$ cat src/rtl/ldpc_3gpp_enc_mm_seq_pkg.sv
// Shared encoder types for the matrix-multiplier sequencer: data/strobe/Hb
// types, the sequencer state enum and strobe field helpers.
package ldpc_3gpp_enc_mm_seq_pkg;

  localparam int pDAT_W = 8;
  localparam int pZC_W  = 8;

  typedef logic [pDAT_W-1:0] dat_t;
  typedef logic [pZC_W-1:0]  hb_zc_t;

  typedef struct packed {
    logic sof;
    logic sop;
    logic eop;
    logic eof;
  } strb_t;

  typedef struct packed {
    logic       left;
    logic [3:0] bshift;
    logic [7:0] wshift;
  } mm_hb_value_t;

  typedef enum logic [2:0] {
    ST_IDLE,
    ST_LOAD,
    ST_FETCH,
    ST_RSTART,
    ST_RVAL,
    ST_RGAP,
    ST_DONE
  } ldpc_3gpp_enc_mm_seq_state_t;

  function automatic strb_t strb_make(input logic sop, input logic eop);
    strb_t s;
    s     = '0;
    s.sop = sop;
    s.eop = eop;
    return s;
  endfunction

  function automatic logic strb_sop(input strb_t s);
    return s.sop;
  endfunction

  function automatic logic strb_eop(input strb_t s);
    return s.eop;
  endfunction

endpackage

$ cat src/rtl/ldpc_3gpp_enc_mm_seq_if.sv
// Stream-in, Hb ROM and multiplier write/read bus of the sequencer.
// master = sequencer side, slave = surrounding logic (source, ROM, multiplier).
interface ldpc_3gpp_enc_mm_seq_if
  import ldpc_3gpp_enc_mm_seq_pkg::*;
#(
  parameter int pHB_ADDR_W = 8
) ();

  logic                  ival;
  dat_t                  idat;
  logic                  ordy;
  logic [pHB_ADDR_W-1:0] ohb_raddr;
  mm_hb_value_t          ihb_rdat;
  logic                  owrite;
  logic                  owstart;
  dat_t                  owdat;
  logic                  oread;
  logic                  orstart;
  mm_hb_value_t          orHb;
  logic                  orval;
  strb_t                 orstrb;

  modport master (
    input  ival, idat, ihb_rdat,
    output ordy, ohb_raddr, owrite, owstart, owdat,
           oread, orstart, orHb, orval, orstrb
  );

  modport slave (
    output ival, idat, ihb_rdat,
    input  ordy, ohb_raddr, owrite, owstart, owdat,
           oread, orstart, orHb, orval, orstrb
  );

endinterface

$ cat src/rtl/ldpc_3gpp_enc_mm_seq.sv
// Column-job sequencer: loads Zc/pDAT_W words into the multiplier, then
// issues one framed read slot per Hb entry fetched from the Hb ROM.
module ldpc_3gpp_enc_mm_seq
  import ldpc_3gpp_enc_mm_seq_pkg::*;
#(
  parameter int pADDR_W    = 8,
  parameter int pHB_ADDR_W = 8,
  parameter int pHB_CNT_W  = 5
) (
  input  logic                  iclk,
  input  logic                  ireset_n,
  input  logic                  iclkena,
  input  hb_zc_t                iused_zc,
  input  logic                  istart,
  input  logic [pHB_ADDR_W-1:0] ihb_base,
  input  logic [pHB_CNT_W-1:0]  ihb_cnt,
  output logic                  obusy,
  output logic                  odone,
  ldpc_3gpp_enc_mm_seq_if.master bus
);

  ldpc_3gpp_enc_mm_seq_state_t r_state, w_next;

  logic [pHB_ADDR_W-1:0] r_base;
  logic [pHB_CNT_W-1:0]  r_hbcnt;
  logic [pHB_CNT_W-1:0]  r_hcnt;
  logic [pADDR_W-1:0]    r_zcm1;
  logic [pADDR_W-1:0]    r_cnt;
  mm_hb_value_t          r_hb;

  logic                  w_acc;
  logic                  w_cnt_last;
  logic                  w_hb_last;
  logic [pHB_ADDR_W-1:0] w_raddr;

  // A word is only consumed on an enabled clock; the source must see iclkena too.
  assign w_acc      = (r_state == ST_LOAD) && bus.ival && iclkena;
  assign w_cnt_last = (r_cnt == r_zcm1);
  assign w_hb_last  = (r_hcnt == r_hbcnt - pHB_CNT_W'(1));
  assign w_raddr    = r_base + pHB_ADDR_W'(r_hcnt);

  always_ff @(posedge iclk or negedge ireset_n) begin
    if (!ireset_n) begin
      r_state <= ST_IDLE;
    end else if (iclkena) begin
      r_state <= w_next;
    end
  end

  // r_cnt counts loaded words in LOAD and read beats in RVAL.
  always_ff @(posedge iclk or negedge ireset_n) begin
    if (!ireset_n) begin
      r_base  <= '0;
      r_hbcnt <= '0;
      r_hcnt  <= '0;
      r_zcm1  <= '0;
      r_cnt   <= '0;
      r_hb    <= '0;
    end else if (iclkena) begin
      unique case (r_state)
        ST_IDLE: begin
          if (istart) begin
            r_base  <= ihb_base;
            r_hbcnt <= ihb_cnt;
            r_zcm1  <= pADDR_W'(iused_zc - hb_zc_t'(1));
            r_cnt   <= '0;
            r_hcnt  <= '0;
          end
        end
        ST_LOAD: begin
          if (bus.ival) r_cnt <= r_cnt + pADDR_W'(1);
        end
        ST_RSTART: begin
          r_cnt <= '0;
          r_hb  <= bus.ihb_rdat;
        end
        ST_RVAL: r_cnt  <= r_cnt + pADDR_W'(1);
        ST_RGAP: r_hcnt <= r_hcnt + pHB_CNT_W'(1);
        default: ;
      endcase
    end
  end

  always_comb begin
    w_next        = r_state;
    bus.ordy      = 1'b0;
    bus.owrite    = 1'b0;
    bus.owstart   = 1'b0;
    bus.owdat     = '0;
    bus.ohb_raddr = '0;
    bus.oread     = 1'b0;
    bus.orstart   = 1'b0;
    bus.orval     = 1'b0;
    bus.orstrb    = '0;
    bus.orHb      = '0;
    odone         = 1'b0;
    obusy         = (r_state != ST_IDLE);

    unique case (r_state)
      ST_IDLE: begin
        if (istart) w_next = ST_LOAD;
      end
      ST_LOAD: begin
        bus.ordy    = 1'b1;
        bus.owrite  = w_acc;
        bus.owstart = w_acc && (r_cnt == '0);
        if (w_acc) bus.owdat = bus.idat;
        if (w_acc && w_cnt_last) w_next = (r_hbcnt == '0) ? ST_DONE : ST_FETCH;
      end
      ST_FETCH: begin
        bus.ohb_raddr = w_raddr;
        w_next        = ST_RSTART;
      end
      ST_RSTART: begin
        // Address held so a stalled RSTART still sees the right ROM word.
        bus.ohb_raddr = w_raddr;
        bus.oread     = 1'b1;
        bus.orstart   = 1'b1;
        bus.orHb      = bus.ihb_rdat;
        w_next        = ST_RVAL;
      end
      ST_RVAL: begin
        bus.oread  = 1'b1;
        bus.orval  = 1'b1;
        bus.orstrb = strb_make(r_cnt == '0, w_cnt_last);
        bus.orHb   = r_hb;
        if (w_cnt_last) w_next = ST_RGAP;
      end
      ST_RGAP: begin
        bus.orHb = r_hb;
        w_next   = w_hb_last ? ST_DONE : ST_FETCH;
      end
      ST_DONE: begin
        odone  = 1'b1;
        w_next = ST_IDLE;
      end
      default: w_next = ST_IDLE;
    endcase
  end

endmodule

$ cat src/flat_wrapper.sv
// flat-port wrapper written by rule: the top's interface ports become plain ports
module ldpc_3gpp_enc_mm_seq_flat import ldpc_3gpp_enc_mm_seq_pkg::*;
#(
  parameter int pADDR_W    = 8,
  parameter int pHB_ADDR_W = 8,
  parameter int pHB_CNT_W  = 5
)
  (iclk, ireset_n, iclkena, iused_zc, istart, ihb_base, ihb_cnt, obusy, odone, bus_ival, bus_idat, bus_ihb_rdat, bus_ordy, bus_ohb_raddr, bus_owrite, bus_owstart, bus_owdat, bus_oread, bus_orstart, bus_orHb, bus_orval, bus_orstrb);
  ldpc_3gpp_enc_mm_seq_if #(.pHB_ADDR_W(pHB_ADDR_W)) bus_i ();
  input  logic iclk;
  input  logic ireset_n;
  input  logic iclkena;
  input  hb_zc_t iused_zc;
  input  logic istart;
  input  logic [pHB_ADDR_W-1:0] ihb_base;
  input  logic [pHB_CNT_W-1:0] ihb_cnt;
  output logic obusy;
  output logic odone;
  input wire logic [$bits(bus_i.ival)-1:0] bus_ival;
  input wire logic [$bits(bus_i.idat)-1:0] bus_idat;
  input wire logic [$bits(bus_i.ihb_rdat)-1:0] bus_ihb_rdat;
  output wire logic [$bits(bus_i.ordy)-1:0] bus_ordy;
  output wire logic [$bits(bus_i.ohb_raddr)-1:0] bus_ohb_raddr;
  output wire logic [$bits(bus_i.owrite)-1:0] bus_owrite;
  output wire logic [$bits(bus_i.owstart)-1:0] bus_owstart;
  output wire logic [$bits(bus_i.owdat)-1:0] bus_owdat;
  output wire logic [$bits(bus_i.oread)-1:0] bus_oread;
  output wire logic [$bits(bus_i.orstart)-1:0] bus_orstart;
  output wire logic [$bits(bus_i.orHb)-1:0] bus_orHb;
  output wire logic [$bits(bus_i.orval)-1:0] bus_orval;
  output wire logic [$bits(bus_i.orstrb)-1:0] bus_orstrb;
  assign bus_i.ival = bus_ival;
  assign bus_i.idat = bus_idat;
  assign bus_i.ihb_rdat = bus_ihb_rdat;
  assign bus_ordy = bus_i.ordy;
  assign bus_ohb_raddr = bus_i.ohb_raddr;
  assign bus_owrite = bus_i.owrite;
  assign bus_owstart = bus_i.owstart;
  assign bus_owdat = bus_i.owdat;
  assign bus_oread = bus_i.oread;
  assign bus_orstart = bus_i.orstart;
  assign bus_orHb = bus_i.orHb;
  assign bus_orval = bus_i.orval;
  assign bus_orstrb = bus_i.orstrb;
  ldpc_3gpp_enc_mm_seq #(.pADDR_W(pADDR_W), .pHB_ADDR_W(pHB_ADDR_W), .pHB_CNT_W(pHB_CNT_W)) u_core (.iclk(iclk), .ireset_n(ireset_n), .iclkena(iclkena), .iused_zc(iused_zc), .istart(istart), .ihb_base(ihb_base), .ihb_cnt(ihb_cnt), .obusy(obusy), .odone(odone), .bus(bus_i));
endmodule
$ cat config.mk
export PLATFORM = sky130hd
export DESIGN_NAME = ldpc_3gpp_enc_mm_seq_flat
export DESIGN_NICKNAME = d
export VERILOG_FILES = /design/src/rtl/ldpc_3gpp_enc_mm_seq_pkg.sv /design/src/rtl/ldpc_3gpp_enc_mm_seq_if.sv /design/src/rtl/ldpc_3gpp_enc_mm_seq.sv /design/src/flat_wrapper.sv
export SDC_FILE = /design/constraint.sdc
export NUM_CORES = 1
export LEC_CHECK = 0
export ABC_AREA = 0
export CAP_MARGIN = 15
export CORE_MARGIN = 2
export CORE_UTILIZATION = 46
export CTS_CLUSTER_DIAMETER = 200
export CTS_CLUSTER_SIZE = 10
export DETAILED_ROUTE_END_ITERATION = 7
export PLACE_DENSITY = 0.77
export SKIP_LAST_GASP = 1
export SLEW_MARGIN = 20
export SYNTH_ARGS = -nofsm -noshare
export SYNTH_HDL_FRONTEND = slang
export SYNTH_SLANG_ARGS = --single-unit
$ cat constraint.sdc
create_clock -name iclk -period 2.2 [get_ports iclk]
set_input_delay 0.22 -clock iclk [delete_from_list [all_inputs] [get_ports iclk]]
set_output_delay 0.22 -clock iclk [all_outputs]
set_load 0.005 [all_outputs]
; Yosys cells after proc, flatten, opt, wreduce, memory -nomap -nowiden
; Index checks and enable logic that the tools add are counted.
[totals]
regBits = 50
output_inout_bits = 41
input_bits = 47
wordCells = 67
[op_classes]
reduce_logical = 18
mux = 23
n_eq_ne = 12
addsub = 5
[op_table]
columns = op, count
row1 = 8-bit 2-to-1 mux, 5
row2 = 8-bit one-hot mux with 4 select lines, 1
row3 = 13-bit one-hot mux with 2 select lines, 1
row4 = 3-bit 2-to-1 mux, 6
row5 = 3-bit one-hot mux with 6 select lines, 1
row6 = 5-bit one-hot mux with 2 select lines, 1
row7 = "3-bit equality test, second input constant", 3
row8 = "8-bit by 1-bit adder with 8-bit output, second input constant", 1
row9 = 8-bit by 5-bit adder with 8-bit output, 1
row10 = 8-bit equality test, 1
row11 = 8-bit logical NOT, 1
row12 = 4-bit AND reduction, 2
row13 = "8-bit by 1-bit subtractor with 8-bit output, second input constant", 1
row14 = 1-bit 2-to-1 mux, 7
row15 = "3-bit by 2-bit equality test with 1-bit output, second input constant", 2
row16 = "2-bit != test, second input constant", 3
row17 = 3-bit AND reduction, 2
row18 = 2-bit OR reduction, 3
row19 = "5-bit by 1-bit adder with 5-bit output, second input constant", 1
row20 = 5-bit equality test, 1
row21 = 5-bit logical NOT, 1
row22 = 5-bit 2-to-1 mux, 1
row23 = "5-bit by 1-bit subtractor with 5-bit output, second input constant", 1
row24 = 1-bit logical AND, 4
row25 = 7 further kinds, 7

; Longest topological paths before layout
; Gate-level depths: netlist (run 1).
[depth]
ltp_word = 6
mapped_depth = 7
ltp_nobuf = 7

; Least setup slack after synthesis (run 1)
; OpenSTA, ideal clock, no wires.
[synth_path]
kind = register to output
startpoint = register u_core.r_hcnt[0]
endpoint = output port bus_ohb_raddr[6]
required_time_ns = 1.980
arrival_ns = 1.844
slack_ns = 0.136
stages_incl_launch_ff = 8
cell_sequence = dfrtp_1 -> ha_1 -> fa_1 -> a21o_1 -> a21oi_1 -> nor2_1 -> o21ai_0 -> mux2i_1
[synth_between]
elab_chain_cells = 2
[synth_rtl]
columns = item, line_no
row1 = start: declaration, ldpc_3gpp_enc_mm_seq.sv:26  ; logic [pHB_CNT_W-1:0] r_hcnt;
row2 = start signal: assignment, ldpc_3gpp_enc_mm_seq.sv:78  ; ST_RGAP: r_hcnt <= r_hcnt + pHB_CNT_W'(1);
row3 = 8-bit by 5-bit adder with 8-bit output, ldpc_3gpp_enc_mm_seq.sv:40  ; assign w_raddr = r_base + pHB_ADDR_W'(r_hcnt);
row4 = 8-bit 2-to-1 mux, ldpc_3gpp_enc_mm_seq.sv:99  ; unique case (r_state)
row5 = end: declaration, flat_wrapper.sv:23  ; output wire logic [$bits(bus_i.ohb_raddr)-1:0] bus_ohb_raddr;
; No other way between the ends.

; Worst setup path in the final report (run 1)
; Same ends and word-level chain as after synthesis.

==> flow_metrics.tcl, run 1 <==
set metrics [dict create \
    pwr-share-clk_pct 11.3 \
    finClkSkew_ps 7.32 \
    wirelength_mm 7.49 \
    yosys_most_used_dff "dfrtp_1" \
    n_antenna_cell 0 \
    critPathLaunchType "flip-flop" \
    drc 0 \
    pwr-share-seq_pct 34.1 \
    timing.slew.headroom_pct 64.7 \
    grt_first_pass_wirelength_mm 12.0 \
    outcome "finished, violations left" \
    power.net_switching_w 0.00187 \
    grt_util_all_layers_pct 19.8 \
    clk_latency_ps 300 \
    cp.required_ps 1980 \
    synth.mux.area_fraction_pct 6.89 \
    switching_fraction_of_total_power_pct 37.8 \
    synth_top_cells_by_area "dfrtp_1 40%, nand2_1 6.3%, mux2_4 4.8%, o21ai_0 4.8%, xor2_1 4.5%" \
    timing.critical_path.arrival_ps 2160 \
    powerDensity_nw_per_um2 1120 \
    detail_route.wl_per_cell_um 14.2 \
    final_net_count 505 \
    synth_seq_cells 50 \
    synth_enable_flop_cells 0 \
    hold_class "input pin to asynchronous set/reset pin" \
    dieWidth_um 86.4 \
    failed_checks "negative setup slack" \
    grt_pass1_vias 2668 \
    tritoncts_clock_tree "yes" \
    cts_bufs_inserted 5 \
    commonest_non_fill_non_tap_cell_in_the_layout "clkdlybuf4s50_1" \
    synth.largest_area_cell "dfrtp_1" \
    finalHoldViolations 0 \
    finalMaxSlewViolations 0 \
    combinationalPowerShare_pct 54.6 \
    setup.worst_path.class "flip-flop to primary output" \
    actual_transition_at_the_worst_max_transition_pin_ps 529 \
    number_of_levels_the_h_tree_was_split_into 2 \
    synth_area_per_cell_um2 9.15 \
    placed_cells 511 \
    p_int_w 0.00308 \
    start_util_pct 46.7 \
    core-area_um2 6680 \
    drt_first_pass_iters 4 \
    worst_r2r_endpoint "u_core.r_state[0]" \
    antenna_found_initial 0 \
    grt_start_max_net_pins 25 \
    mostFrequentLayoutCells "73 x clkdlybuf4s50_1, 52 x nand2_1, 49 x dfrtp_1" \
    place_ws_ps -375 \
    post_layout_nonfiller_instances 528 \
    synthCells 341 \
    io_pins 88 \
    ys_warns 0 \
    setup_repair_after_global_routing_missed_its_margin "yes" \
    globalRoute.totalOverflow 0 \
    sequential_cell_area_fraction_in_the_yosys_report_pct 40.1 \
    buffer_ports.inserted 85 \
    vias 2827 \
    clock_path_buffers 2 \
    rows 30 \
    timing.critical_path.fanout_max 2 \
    post-route-worst-setup-slack_ps -176 \
    final.fill_count 540 \
    ff2ff_path_depth 7 \
    final_antenna_net_count 0 \
    synth-simple-area-share_pct 21.2 \
    max-vdd-ir-drop_mv 0.554 \
    timing.critical_path.to_type "primary output" \
    die_area_um2 7460 \
    worst-r2r-setup-slack_ps 220 \
    setup-violations-final 4 \
    syn2layout_area_growth_pct 41.2 \
    synth_top_family_by_area "simple AND/OR/NAND/NOR gates" \
    hold-worst-slack_ps 423 \
    finalWorstPathRequiredPeriod_ps 2380 \
    dp_hpwl_mm 5.45 \
    r2r_start "u_core.r_state[2]" \
    syn_area_um2 3120 \
    cts.root.buffer_cell "clkbuf_8" \
    fin_crit_sh_pct 108 \
    maxCapViolations 0 \
    post_route_cells_drive_above_1_share_pct 17.6 \
    synth.lib_cells_used.distinct 47 \
    share_of_the_synthesized_area_in_compound_gates_ao_oa_aoi_oai_pct 14.2 \
    detailedRoute.firstIterationViolations 174 \
    path_clk_slew_ps 90 \
    synth_adder_area_share_pct 4.65 \
    clock-sinks 50 \
    synth-async-reset-ratio_pct 100 \
    xor_xnor_share_of_the_synthesized_area_pct 7.86 \
    synth_top_cell_area_share_pct 40.1 \
    p_leak_nw 2.11 \
    max_freq_ghz 0.421 \
    floorplan.die.height_um 86.4 \
    post_drt_via_cell_ratio 5.35 \
    gp_congestion 0.885 \
]
stage by stage:
| stage | instance area, um2 | setup TNS [ps] | power, W | util, % |
|---|---|---|---|---|
| CTS | 4290 | -294 | 0.00480 | 64.2 |
| global placement | 4140 | -553 | 0.00407 | 61.9 |
| finish | 4410 | -276 | 0.00495 | 66.0 |
| global route | 4410 | -824 | 0.00535 | 66.0 |
| floorplan | 3130 | 0 | 0.00319 | - |
| detailed placement | 4140 | -715 | 0.00417 | 61.9 |
flip-flops by register name (all words and copies together) (netlist names):
signal          flops
u_core.r_hcnt       5
u_core.r_base       8
u_core.r_hb        13
u_core.r_zcm1       8
u_core.r_hbcnt      5
u_core.r_cnt        8
u_core.r_state      3
kinds of logic after synthesis:
logic type / after synthesis
simple gates: 138
compound gates: 65
flops: 50
buf+inv: 32
xor+xnor: 28
mux: 16
fa+ha+maj: 11
other cells: 1
synth_stat cells (5+ instances only):
| master | count |
|---|---|
| mux2_4 | 10 |
| nand2b_1 | 7 |
| o21ai_0 | 30 |
| a21oi_1 | 5 |
| dfrtp_1 | 50 |
| ha_1 | 10 |
| nand3_1 | 7 |
| and2_1 | 11 |
| nor3_1 | 8 |
| nand2_1 | 52 |
| a32o_1 | 13 |
| inv_1 | 12 |
| xor2_1 | 16 |
| clkbuf_1 | 9 |
| nor2_1 | 26 |
| xnor2_1 | 12 |
worst max-delay path, stage by stage, from the launching register on:
cell and delay (ps):
dfrtp_1 400, ha_2 210, fa_2 340, a21o_1 190, a21oi_2 170, nor2_1 60
o21ai_1 160, mux2i_1 200, buf_2 130
what timing repair did:
item	in CTS	in global routing
endpoints found under the hold margin	22	0
gates cloned	0	2
buffers inserted	4	2
setup endpoints to repair	31	30
resized for setup	30	19
hold buffers	1	0
pin swaps	9	9
cell type report:
cell class / instances / area, um2 / area share, %
multi-input combinational: 261 / 1810 / 41.1
clock buffer: 7 / 86.3 / 1.96
inverter: 13 / 48.8 / 1.11
timing repair buffer: 116 / 1100 / 25.0
clock inverter: 1 / 8.76 / 0.199
sequential: 50 / 1250 / 28.4
tap: 80 / 100 / 2.27
worst max path at each step:
stage | start | to
floorplan | u_core.r_hcnt[0] | bus_ohb_raddr[6]
global placement | u_core.r_hcnt[0] | bus_ohb_raddr[6]
detailed placement | u_core.r_hcnt[0] | bus_ohb_raddr[6]
CTS | u_core.r_base[0] | bus_ohb_raddr[6]
global route | u_core.r_hcnt[0] | bus_ohb_raddr[6]
finish | u_core.r_hcnt[0] | bus_ohb_raddr[6]
layer usage:
layer	GRT usage, %	part of all wire, %
met1	26.5	45
met2	33.9	47
met3	3.43	6.2
met4	4.55	1.1
met5	0	0
power by group through the flow:
stage | registers, W | clock network (W) | logic [W]
2_1_floorplan | 0.00162 | 0 | 0.00158
3_3_place_gp | 0.00166 | 0 | 0.00241
3_5_place_dp | 0.00170 | 0 | 0.00248
4_1_cts | 0.00166 | 0.000575 | 0.00257
5_1_grt | 0.00174 | 0.000617 | 0.00299
6_report | 0.00169 | 0.000560 | 0.00271
Power figures use the tool's default switching activity.
==> run 2, diff against run 1 <==
Settings changed: REMOVE_ABC_BUFFERS from default to 1.
==> run 2 against run 1 <==
The run still ends with negative setup slack left. Die area unchanged. Maximum frequency is 2.5% higher. Critical path depth stayed put. Hold slack lost 91 ps. Register-to-register slack better by 60 ps. Clock power rose by 42%. Total power increased by 5.4%. Via count rose by 1.3%. First-iteration DRC count decreased by 11%. Non-clock buffer count rose by 6. Sequential power is essentially flat.
==> flow_metrics.tcl, run 2 (same netlist as run 1, synthesis figures left out) <==
set metrics [dict create \
    max-vdd-ir-drop_mv 0.546 \
    core-area_um2 6680 \
    floorplan.die.height_um 86.4 \
    post_route_cells_drive_above_1_share_pct 19.4 \
    wirelength_mm 7.87 \
    clock_path_buffers 2 \
    antenna_found_initial 0 \
    setup_repair_after_global_routing_missed_its_margin "yes" \
    hold_class "input pin to asynchronous set/reset pin" \
    max_freq_ghz 0.431 \
    register_with_the_most_flip_flops "u_core.r_hb" \
    drc 0 \
    worst-r2r-setup-slack_ps 280 \
    cts_bufs_inserted 5 \
    grt_util_all_layers_pct 21.0 \
    ff2ff_path_depth 6 \
    p_leak_nw 2.10 \
    gr-max-usage-layer "met2" \
    die_area_um2 7460 \
    setup-violations-final 3 \
    fin_crit_sh_pct 105 \
    largest_register_ff_count 13 \
    vias 2865 \
    grt_pass1_vias 2774 \
    global_route.usage.met1_pct 25.5 \
    maxCapViolations 0 \
    placed_area_um2 4140 \
    finalWorstPathRequiredPeriod_ps 2320 \
    failed_checks "negative setup slack" \
    place_ws_ps -321 \
    grt_start_max_net_pins 22 \
    syn2layout_area_growth_pct 43.4 \
    mostFrequentLayoutCells "76 x clkdlybuf4s50_1, 52 x nand2_1, 48 x dfrtp_1" \
    power_w 0.00522 \
    post_drt_via_cell_ratio 5.37 \
    timing.critical_path.arrival_ps 2100 \
    timing.critical_path.fanout_max 2 \
    number_of_levels_the_h_tree_was_split_into 2 \
    powerDensity_nw_per_um2 1170 \
    cp.required_ps 1980 \
    use_met2_pct 38.1 \
    grt_first_pass_wirelength_mm 12.5 \
    post-route-worst-setup-slack_ps -118 \
    grtUsageMet3_pct 3.62 \
    setup.worst_path.class "flip-flop to primary output" \
    finalMaxSlewViolations 0 \
    totalNegativeSetupSlack_ps -249 \
    globalRoute.totalOverflow 0 \
    n_antenna_cell 0 \
    dieWidth_um 86.4 \
    outcome "finished, violations left" \
    final_net_count 511 \
    r2r_start "u_core.r_state[2]" \
    io_pins 88 \
    drt_first_pass_iters 4 \
    clock-sinks 50 \
    critPathLaunchType "flip-flop" \
    register_area_um2 1250 \
    final_antenna_net_count 0 \
    tritoncts_clock_tree "yes" \
    detail_route.wl_per_cell_um 14.7 \
    buffer_ports.inserted 85 \
    commonest_non_fill_non_tap_cell_in_the_layout "clkdlybuf4s50_1" \
    rows 30 \
    worst_r2r_endpoint "u_core.r_state[0]" \
    cts.root.buffer_cell "clkbuf_8" \
    timing.critical_path.to_type "primary output" \
    final.fill_count 538 \
    gp_congestion 0.813 \
    detailedRoute.firstIterationViolations 155 \
    finClkSkew_ps 5.38 \
    clk_latency_ps 300 \
    area_of_all_placed_cells_without_fillers_um2 4480 \
    start_util_pct 46.7 \
    area_used_by_multi_input_combinational_logic_um2 1820 \
    finalHoldViolations 0 \
    dp_hpwl_mm 5.78 \
    path_clk_slew_ps 90 \
    hold-worst-slack_ps 332 \
]
run 2: cell count changes in the layout (fill, tap and decap cells not counted), sizes merged:
cell / before / now
buf: 34 / 39
inv: 14 / 13
clkbuf: 8 / 9
clkdlybuf4s50: 73 / 76
bufinv: 0 / 2
dlymetal6s2s: 4 / 1
dlygate4sd2: 3 / 2
run 2: report_power, final:
| group | total [W] | switching (W) | internal (W) | leakage, nW |
|---|---|---|---|---|
| Clock | 0.000797 | 0.000312 | 0.000485 | 0.0714 |
| Sequential | 0.00170 | 0.000372 | 0.00133 | 0.625 |
| Combinational | 0.00272 | 0.00122 | 0.00151 | 1.41 |
run 2: layout make-up:
cell class | count | area share, %
clock inverter | 2 | 1.34
timing repair buffer | 122 | 24.8
multi-input combinational | 261 | 40.7
tap | 80 | 2.24
clock buffer | 6 | 1.84
inverter | 13 | 1.09
sequential | 50 | 28.0
run 2: repair_timing:
item,4_1_cts,5_1_grt
hold buffers,1,0
pin swaps,9,5
hold endpoints to repair,11,0
gates cloned,0,2
resized for setup,29,22
setup endpoints to repair,33,30
setup buffers,8,4
run 2: per-layer routing:
layer	vias to the layer above	wire length [um]
met2	101	3970
met5	-	0
met3	11	482
met4	0	118
li1	1395	-
met1	1358	3290
run 2: metrics by stage:
stage / cells / util [%]
after floorplan: 323 / -
after global placement: 511 / 61.9
after detailed placement: 511 / 61.9
after CTS: 528 / 65.5
after global routing: 534 / 67.0
final: 534 / 67.0
run 2: how the worst max path moves through the flow:
| stage | startpoint | endpoint | slack, ps | cells past startpoint |
|---|---|---|---|---|
| 6_report | u_core.r_base[0] | bus_ohb_raddr[6] | -120 | 8 |
| 4_1_cts | u_core.r_hcnt[0] | bus_ohb_raddr[6] | -230 | 8 |
| 5_1_grt | u_core.r_base[0] | bus_ohb_raddr[6] | -220 | 8 |
| 3_5_place_dp | u_core.r_hcnt[0] | bus_ohb_raddr[6] | -320 | 8 |
| 2_1_floorplan | u_core.r_hcnt[0] | bus_ohb_raddr[6] | 140 | 7 |
| 3_3_place_gp | u_core.r_hcnt[0] | bus_ohb_raddr[6] | -300 | 8 |
run 2: critical path, cell delays in order (launching register included):
cell and delay, ps:
dfrtp_1 430, ha_4 180, fa_2 330, a21o_1 170, a21oi_2 150, nor2_1 50
o21ai_1 150, mux2i_1 200, buf_2 130
==> run 3, diff against run 2 <==
Settings changed: CAP_MARGIN 15 to 10.
==> results of run 3 <==
Final layout, timing and power as in run 2 (identical DEF).
==> RTL change: new RTL, settings of run 2 <==
`pADDR_W` is set to 8 in 2 places; all go to 9.
--- a/src/rtl/ldpc_3gpp_enc_mm_seq.sv
+++ b/src/rtl/ldpc_3gpp_enc_mm_seq.sv
@@ -5,3 +5,3 @@
 #(
-  parameter int pADDR_W    = 8,
+  parameter int pADDR_W    = 9,
   parameter int pHB_ADDR_W = 8,
--- a/src/flat_wrapper.sv
+++ b/src/flat_wrapper.sv
@@ -3,3 +3,3 @@
 #(
-  parameter int pADDR_W    = 8,
+  parameter int pADDR_W    = 9,
   parameter int pHB_ADDR_W = 8,
Behaviour: no difference found for any inputs over 4 cycles, from zero or initial values and one cycle with ireset_n low; that may be too few to reach the edited logic, so the function may still have changed.
==> RTL change against run 2 <==
The run still ends with setup timing left. Setup slack lost 13 ps. Final area grew 0.78%. Die area grew 2.5%. Maximum frequency shrank 0.56%. Synthesized area grew 2.6%. First-iteration DRC count grew 3.9%. Sequential cell count grew 2. Routed wire length shrank 0.58%. Power shrank 6.5%. Clock skew shrank 2.7 ps. Critical path type unchanged. Largest power group unchanged. Highest routed layer unchanged.
==> RTL change: results (changes against run 2) <==
==========================================================================================
Status                                                                        complete, but fails checks
Violations in the final reports                                               setup timing
Worst vdd ir                                                                   0.0005605 V   +2.6%
Ranking of synthesized cells by area                                          dfrtp_1 41%, nand2_1 7.4%, mux2_2 4.6%
Hold WC Path Type                                                              in -> async
Worst setup startpoint                                                        u_core.r_hcnt[1]
R2R setup slack                                                                     220 ps   -60 ps
Count of routing violations after the opening detailed-route iteration                 161   +3.9%
Post-synthesis average cell area                                                 9.023 µm²   -1.4%
Yosys warning total                                                                      0   unchanged
H-tree levels                                                                            2   unchanged
Mux contribution to synthesized area                                                6.445%   -0.45 points
CP delay by family, top                                                       compound AO/OA/AOI/OAI gates
Portion of the post-synthesis area used by sequential elements                      40.63%   +0.54 points
Most frequent cells after synthesis                                           63 x nand2_1, 52 x dfrtp_1, 26 x o21ai_0
Length in cells of the worst reg-to-reg path                                             7   +1
Clock Skew                                                                        2.669 ps   -2.712 ps
Wirelength, routed                                                                 7819 µm   -0.58%
Switching pwr                                                                     1.836 mW   -3.4%
Final-stage net count                                                                  521   +2.0%
Global-route usage over all layers                                                  20.44%   -0.53 points
Routability congestion estimate from global placement                               0.8659   +6.5%
Clk Latency, worst-skew pair                                                        300 ps   about the same
Number of setup violations in the final report                                           3   unchanged
Post-detailed-placement half-perimeter wirelength                                  5503 µm   -4.8%
Root buffer selected by CTS                                                       clkbuf_8
Share of post-route cells with drive strength above 1                               19.61%   +0.23 points
Synthesized-area fraction occupied by ao, oa, aoi and oai cells                     13.09%   -1.1 points
Vias in the first global route                                                        2769   -0.18%
Share of synthesized cell area in full adder, half adder and majority cells         4.531%   -0.12 points
Setup WS pre-CTS                                                                 -381.3 ps   -60.76 ps
Global-route wire length before repair                                            12610 µm   +0.61%
Fillers                                                                                569   +5.8%
Routed len/inst                                                                   14.37 µm   -2.4%
Worst reg2reg endpoint                                                        u_core.r_cnt[6]
Post-synthesis share of cell area spent on xor and xnor gates                       7.383%   -0.47 points
DR vias                                                                               2965   +3.5%
Worst Setup EP                                                                bus_ohb_raddr[7]
Crit-path max cell delay                                                            410 ps   -20 ps
Worst Setup Slack, final                                                         -131.4 ps   -12.98 ps
Total leakage power                                                               2.142 nW   +1.9%
Largest net degree at the start of global routing                                       53   +140%
Unique cell type count in the Yosys netlist                                             47   unchanged
==========================================================================================
-- RTL change: cell types whose count changed after synthesis, moves of 8 or more --
cell	delta
mux2_2	+9
mux2_4	-10
nor2_1	-8
a22o_1	+12
a32o_1	-12
nand2_1	+11
-- RTL change: cell type report --
class / instances / share of cell area (%)
inverter: 10 / 0.8317
sequential: 52 / 28.94
timing repair buffer: 117 / 23.81
multi-input combinational: 277 / 42.22
clock inverter: 2 / 0.3604
clock buffer: 6 / 1.608
tap: 80 / 2.218
-- RTL change: through the flow --
step	area, µm²	power [mW]	util, %	hold WS [ps]	TNS [ps]
after floorplan	3110	3.008	-	-75.59	0
after global placement	4222	3.968	62.48	380.1	-542.6
after detailed placement	4222	4.041	62.48	374.0	-706.2
after CTS	4374	4.698	64.74	41.52	-272.2
after global routing	4513	5.305	66.80	79.75	-876.4
final	4513	4.881	66.80	5.352	-324.3
-- RTL change: routing by layer --
metal / vias up / wire, µm / track usage [%] / part of all wire (%)
li1: 1438 / - / - / -
met1: 1400 / 3590 / 27.55 / 46
met2: 119 / 3645 / 34.09 / 47
met3: 8 / 523 / 4.076 / 6.7
met4: 0 / 60 / 4.476 / 0.77
met5: - / 0 / 0 / 0
-- RTL change: repair_timing --
item / CTS / global route
endpoints found under the setup margin: 34 / 30
pin swaps: 14 / 13
setup buffers: 6 / 5
resized for setup: 37 / 23
cloned: 0 / 3
hold buffers: 0 / 0
-- RTL change: power by group through the flow --
stage	Combinational, mW	Clock, mW	Sequential [mW]
after CTS	2.50	0.565	1.64
after global placement	2.32	0	1.64
after detailed placement	2.38	0	1.66
after global routing	2.99	0.609	1.71
after floorplan	1.38	0	1.63
final	2.68	0.545	1.65
